**config.mk**
```make
export PLATFORM = sky130hd
export DESIGN_NAME = hazard_sequencer
export DESIGN_NICKNAME = d
export VERILOG_FILES = /design/src/rtl/hazard_sequencer.sv
export SDC_FILE = /design/constraint.sdc
export NUM_CORES = 1
export LEC_CHECK = 0
export ABC_AREA = 1
export CAP_MARGIN = 25
export CELL_PAD_IN_SITES_DETAIL_PLACEMENT = 1
export CELL_PAD_IN_SITES_GLOBAL_PLACEMENT = 1
export CORE_ASPECT_RATIO = 0.8
export CORE_MARGIN = 2
export CORE_UTILIZATION = 30
export DETAILED_ROUTE_END_ITERATION = 12
export PLACE_DENSITY = 0.92
export SLEW_MARGIN = 0
export SYNTH_ARGS = -nofsm -noshare
export SYNTH_HDL_FRONTEND = slang
export SYNTH_SLANG_ARGS = --single-unit
export TNS_END_PERCENT = 1
```
**constraint.sdc**
```tcl
create_clock -name i_clock -period 2.8 [get_ports i_clock]
set_clock_uncertainty 0.1 [all_clocks]
set_input_delay 0.56 -clock i_clock [delete_from_list [all_inputs] [get_ports i_clock]]
set_output_delay 0.56 -clock i_clock [all_outputs]
set_load 0.005 [all_outputs]
```
**src/rtl/hazard_sequencer.sv**
```systemverilog
// Hazard and multi-cycle sequencing controller for the 5-stage core.
// Outputs are combinational from state and inputs; state changes on core clock edges.
module hazard_sequencer #(
  parameter int MD_TIMEOUT = 40,
  parameter int CNT_W      = 6
) (
  input  logic       i_clock,
  input  logic       i_reset,
  input  logic [4:0] i_fd_rs,
  input  logic [4:0] i_fd_rt,
  input  logic       i_fd_uses_rt,
  input  logic [4:0] i_dx_rd,
  input  logic       i_dx_is_load,
  input  logic       i_dx_is_mult,
  input  logic       i_dx_is_div,
  input  logic       i_x_redirect,
  input  logic       i_md_ready,
  input  logic       i_md_exception,
  output logic       o_pc_en,
  output logic       o_fd_en,
  output logic       o_dx_bubble,
  output logic       o_fd_flush,
  output logic       o_xm_bubble,
  output logic       o_md_ctrl_mult,
  output logic       o_md_ctrl_div,
  output logic       o_md_release,
  output logic       o_md_timeout
);

  typedef enum logic [1:0] {
    MD_IDLE    = 2'd0,
    MD_WAIT    = 2'd1,
    MD_RELEASE = 2'd2
  } md_state_t;

  md_state_t        r_state, w_state_nxt;
  logic [CNT_W-1:0] r_cnt, w_cnt_nxt;
  logic             r_md_timeout, w_md_timeout_nxt;
  logic             r_load_stall_q, w_load_stall;
  logic             w_hazard;
  logic             w_unused_exception;

  // The exception travels with the result through the datapath; it never steers the FSM.
  assign w_unused_exception = i_md_exception;

  assign w_hazard = i_dx_is_load & (i_dx_rd != 5'd0) &
                    ((i_fd_rs == i_dx_rd) | (i_fd_uses_rt & (i_fd_rt == i_dx_rd)));

  always_ff @(posedge i_clock) begin
    if (!i_reset) begin
      r_state        <= MD_IDLE;
      r_cnt          <= '0;
      r_md_timeout   <= 1'b0;
      r_load_stall_q <= 1'b0;
    end else begin
      r_state        <= w_state_nxt;
      r_cnt          <= w_cnt_nxt;
      r_md_timeout   <= w_md_timeout_nxt;
      r_load_stall_q <= w_load_stall;
    end
  end

  always_comb begin
    w_state_nxt      = r_state;
    w_cnt_nxt        = r_cnt;
    w_md_timeout_nxt = r_md_timeout;
    w_load_stall     = 1'b0;
    o_pc_en          = 1'b1;
    o_fd_en          = 1'b1;
    o_dx_bubble      = 1'b0;
    o_fd_flush       = 1'b0;
    o_xm_bubble      = 1'b0;
    o_md_ctrl_mult   = 1'b0;
    o_md_ctrl_div    = 1'b0;
    o_md_release     = 1'b0;

    if (!i_reset) begin
      w_state_nxt      = MD_IDLE;
      w_cnt_nxt        = '0;
      w_md_timeout_nxt = 1'b0;
    end else begin
      case (r_state)
        MD_IDLE: begin
          if (i_dx_is_mult | i_dx_is_div) begin
            o_md_ctrl_mult = i_dx_is_mult;
            o_md_ctrl_div  = ~i_dx_is_mult & i_dx_is_div;
            o_pc_en        = 1'b0;
            o_fd_en        = 1'b0;
            o_xm_bubble    = 1'b1;
            w_cnt_nxt      = '0;
            w_state_nxt    = MD_WAIT;
          end else if (i_x_redirect) begin
            o_fd_flush  = 1'b1;
            o_dx_bubble = 1'b1;
          end else if (w_hazard & ~r_load_stall_q) begin
            // One-shot: the bubble clears dx_is_load, and r_load_stall_q guards the same pair.
            o_pc_en      = 1'b0;
            o_fd_en      = 1'b0;
            o_dx_bubble  = 1'b1;
            w_load_stall = 1'b1;
          end
        end
        MD_WAIT: begin
          o_pc_en     = 1'b0;
          o_fd_en     = 1'b0;
          o_xm_bubble = 1'b1;
          if (r_cnt != {CNT_W{1'b1}}) begin
            w_cnt_nxt = r_cnt + 1'b1;
          end
          if (i_md_ready) begin
            w_state_nxt = MD_RELEASE;
          end else if (r_cnt == CNT_W'(MD_TIMEOUT - 1)) begin
            w_md_timeout_nxt = 1'b1;
            w_state_nxt      = MD_RELEASE;
          end
        end
        MD_RELEASE: begin
          // Bubble into D/X so the same mult/div op is not restarted.
          o_md_release = 1'b1;
          o_dx_bubble  = 1'b1;
          w_cnt_nxt    = '0;
          w_state_nxt  = MD_IDLE;
        end
        default: begin
          w_state_nxt = MD_IDLE;
          w_cnt_nxt   = '0;
        end
      endcase
    end
  end

  assign o_md_timeout = r_md_timeout & i_reset;

endmodule

```
# Yosys cells after proc, flatten, opt, wreduce, memory -nomap -nowiden
# Cells that the tools add are included.
[totals]
ff_bits = 10
inputBits = 24
out_inout_bits = 9
wordCells = 65
[op_classes]
n_addsub = 1
eq_ne = 9
mux = 32
bitwise = 13
n_reduce_logical = 6
[ops]
columns = ["op", "n"]
rows = [
  ["2-to-1 mux 1 bit", 22],
  ["2-to-1 mux 6 bit", 2],
  ["one-hot mux 6 bit (2 select lines)", 1],
  ["equality test 5 bit", 2],
  ["adder 6 x 1 -> 6 bit (second input constant)", 1],
  ["bitwise AND 1 bit", 6],
  ["equality test 6 bit (second input constant)", 1],
  ["2-to-1 mux 2 bit", 3],
  ["!= test 6 bit (second input constant)", 1],
  ["one-hot mux 1 bit (2 select lines)", 3],
  ["inverter 1 bit", 5],
  ["nonzero test 5 bit", 1],
  ["!= test 2 bit (second input constant)", 2],
  ["one-hot mux 2 bit (2 select lines)", 1],
  ["AND reduction 2 bit", 2],
  ["OR reduction 4 bit", 1],
  ["!= test 3 bit (second input constant)", 1],
  ["AND reduction 3 bit", 1],
  ["equality test 2 x 1 -> 1 bit (second input constant)", 1],
  ["equality test 2 bit (second input constant)", 1],
  ["zero test 2 bit", 1],
  ["OR 1 bit", 2],
]

# Depth between registers and ports, before layout
[depth]
word_depth = 10
depth_mapped = 10
ltp_nobuf = 10

# Worst setup path before layout
# Ideal clock, no wire load.
[synth_timing]
path_kind = "in2out"
start = "input port i_reset"
end = "output port o_pc_en"
arrival_time_ns = 1.289
required_ns = 2.140
slack_ns = 0.851
path_stages = 7
n_path_buf = 1
path_cell_list = "inv_1 > nor2_1 > inv_1 > nor2_1 > o21bai_1 > inv_1 > buf_4"
[synth_between]
elab_chain_cells = 1
[synth_rtl]
columns = ["element", "line", "text"]
rows = [
  ["start: declaration", "8", "input logic i_reset,"],
  ["2-to-1 mux 1 bit", "--", ""],
  ["end: declaration", "19", "output logic o_pc_en,"],
]
# No other way between the ends.

# Worst setup path after layout
[layout_timing]
start = "input port i_reset"
end = "output port o_fd_flush"
[layout_between]
elab_chain_cells = 1
[layout_rtl]
columns = ["element", "line", "text"]
rows = [
  ["2-to-1 mux 1 bit", "77", "if (!i_reset) begin"],
  ["end: declaration", "22", "output logic o_fd_flush,"],
]
# No other way between the ends.

==> results.yml <==
synth:
  yosysUniqueCellTypes: 29
  synth_warnings: 0
  synth_top_family_by_area: "simple AND/OR/NAND/NOR gates"
  synthSimpleGateAreaFrac_pct: 46.4
  synthCells: 138
  yosysSeqAreaShare_pct: 24.0
  synthMuxAreaShare_pct: 0
  synthXorXnorAreaFrac_pct: 1.05
  synth_area_um2: 833
  avgSynthCellArea_um2: 6.04
  synth-compound-area-share_pct: 11.4
  yosys.area_share.adder_pct: 1.50
  syn_nets: 163
  ys_ff_latch: 10
critical_path:
  critPathBufInv: 4
  cp_data_required_time_ns: 2.14
  worstSetupPathType: "input pin to output pin"
  path_cells: "clkdlybuf4s50_1, inv_1, nor2_2, inv_1, nor3_1, clkdlybuf4s50_1"
  slowest_delay_ns: 0.54
  path_delay_family: "buffers and inverters"
  path_max_fanout: 4
  cp.arrival_ns: 2.07
  cp-end-kind: "output pin"
  slowest_stage: "clkdlybuf4s50_1"
  crit_path_start_kind: "input pin"
finish:
  n_antenna_cell: 0
  nets: 202
  layout-drive-gt1-share_pct: 15.4
  postLayoutCellArea_um2: 1230
  fin_cells: 213
  syn_to_final_growth_pct: 48.0
  fill_cells: 381
die:
  rows: 17
  die_x_um: 62.9
  die_h_um: 51.1
  die_area_um2: 3220
  start_util_pct: 30.8
  boundaryPins: 33
  core_area_um2: 2700
timing:
  timing.fmax_ghz: 0.366
  hold_violations: 0
  whs_ns: 0.371
  fin_crit_ns: 2.73
  finalCritPeriodShare_pct: 97.6
  worstMarginPinSlew_ns: 0.253
  finalMaxSlewViolations: 0
  setup-violations-final: 0
  relSlewSlack_pct: 83.1
  fin_ws_ns: 0.0664
place:
  place_congestion: 0.750
  placed_area_um2: 1210
  hpwl_mm: 2.17
  port_buffers: 31
  place_ws_ns: -0.176
  dp.cells: 210
grt:
  grt_pass1_vias: 1072
  grt_max_degree: 7
  antenna_found_initial: 0
  grt_overflow: 0
  track_usage_pct: 17.9
  grt_pass1_wl_mm: 4.57
drt:
  first_pass_iters: 4
  antenna_left: 0
  post_drt_wl_per_cell_um: 12.1
  drc: 0
  drtIter0Drc: 9
  vias: 979
  via_per_inst: 4.60
  wirelength_mm: 2.58
pwr:
  peakVddDrop_mv: 0.150
  swShare_pct: 33.1
  p_leak_uw: 0.000612
  p_switching_uw: 134
  seqPwrFrac_pct: 39.5
  pwr-share-comb_pct: 36.5
  intPower_uw: 271
  p_clk_share_pct: 24.0
  powerDensity_nw_per_um2: 329
cts:
  hold_buffers: 0
  cts_buffers: 3
  cts_root_buf: "clkbuf_4"
  insertion_delay_ns: 0.26
  cts_buffer_depth: 2
  clk_pin_slew_ns: 0.06
  cts_setup_buffers: 0
  cts_sinks: 10
  htreeDepth: 1
  cts_tree: "done"
run_status:
  status: "completed"
min_path:
  hold_class: "flip-flop to flip-flop"
job:
  drv_cap: 0
## cell usage after synthesis
master    number  share of area, %
a31oi_1        1              0.75
nand2_2        2               1.5
o21ai_4        1               2.0
nand4_1        5               3.8
nor2_1        18               8.1
inv_1         26                12
inv_4          1              0.75
buf_4          1              0.90
dfxtp_1       10                24
nor3_4         1               2.0
nand2_1       38                17
nand2_4        2               2.7
a21oi_2        2               2.1
nand3_2        1               1.2
nand3_4        1               2.1
inv_2          4               1.8
o21bai_1       1              0.90
nor2_4         1               1.4
clkinv_1       1              0.45
nand3_1        3               1.8
nand3b_1       1              0.90
a21oi_1        2               1.2
o31ai_1        1              0.90
o21ai_0        3               1.8
nor3_1         5               3.0
and3_2         1              0.90
ha_1           1               1.5
o21ai_1        3               1.8
xnor2_1        1               1.1
## worst reg2reg max path, delay by kind of cell (launching register included)
family	cells	cell delay, ns
and+or+nand+nor	5	0.53
DFF	1	0.38
adders and majority gates	1	0.27
AOI/OAI and AO/OA	1	0.13
buffers and inverters	1	0.06
## placed cells by master, fill, tap and decap left out, drive strengths merged, types with 4 or more instances in the layout
cell	n
buf	4
o21ai	7
nand3	5
clkdlybuf4s50	22
nand2	42
nor3	6
inv	31
a21oi	4
nor2	19
nand4	5
dlygate4sd2	8
dfxtp	10
## metal layers
layer,GRT usage (%),share of wire (%)
met1,20.2,44
met5,0,0
met3,3.08,4.1
met2,33.3,50
met4,7.78,2.3
## power groups by stage
stage	Combinational (uW)	Clock, uW	Sequential [uW]
global route	166	110	162
global placement	147	0	162
detailed placement	154	0	163
CTS	149	101	160
floorplan	78.7	0	161
finish	148	97.2	160
## timing repair
item                       4_1_cts  5_1_grt
gates resized for setup         10        2
pin swaps                        2        0
setup endpoints to repair        3        4
## cell families after synthesis
logic type,Yosys count
adders and majority gates,1
and+or+nand+nor,79
xor gates and xnor gates,1
AOI/OAI and AO/OA,14
buffers and inverters,33
DFF,10
## final timing paths
| check | from | to | slack, ns | cells past startpoint |
|---|---|---|---|---|
| setup / recovery | i_reset | o_fd_flush | 0.07 | 6 |
| hold / removal | r_md_timeout | r_md_timeout | 0.37 | 2 |
| hold reg to reg | r_md_timeout | r_md_timeout | 0.37 | 2 |
| setup reg to reg | r_cnt[0] | r_cnt[2] | 1.23 | 8 |
## stage by stage
step	total power (uW)	util (%)	setup TNS, ns
floorplan	239	-	0
global placement	309	44.9	-0.266
detailed placement	317	44.9	-0.463
CTS	410	45.5	0
global route	438	45.7	-0.0261
finish	405	45.7	0
## registers in the layout (all words and copies together), names as in the netlist
signal	cells
r_state	2
r_md_timeout	1
r_cnt	6
r_load_stall_q	1
## cell type report
type                            instances  area, um2  share of cell area, %
Tap cell                               38       47.5                   3.85
Sequential cell                        10        200                   16.2
Timing Repair Buffer                   35        333                   27.0
Multi-Input combinational cell         95        508                   41.2
Inverter                               32        123                   9.94
Clock buffer                            3       22.5                   1.83
Note: power is estimated with default switching activity, not from simulation.
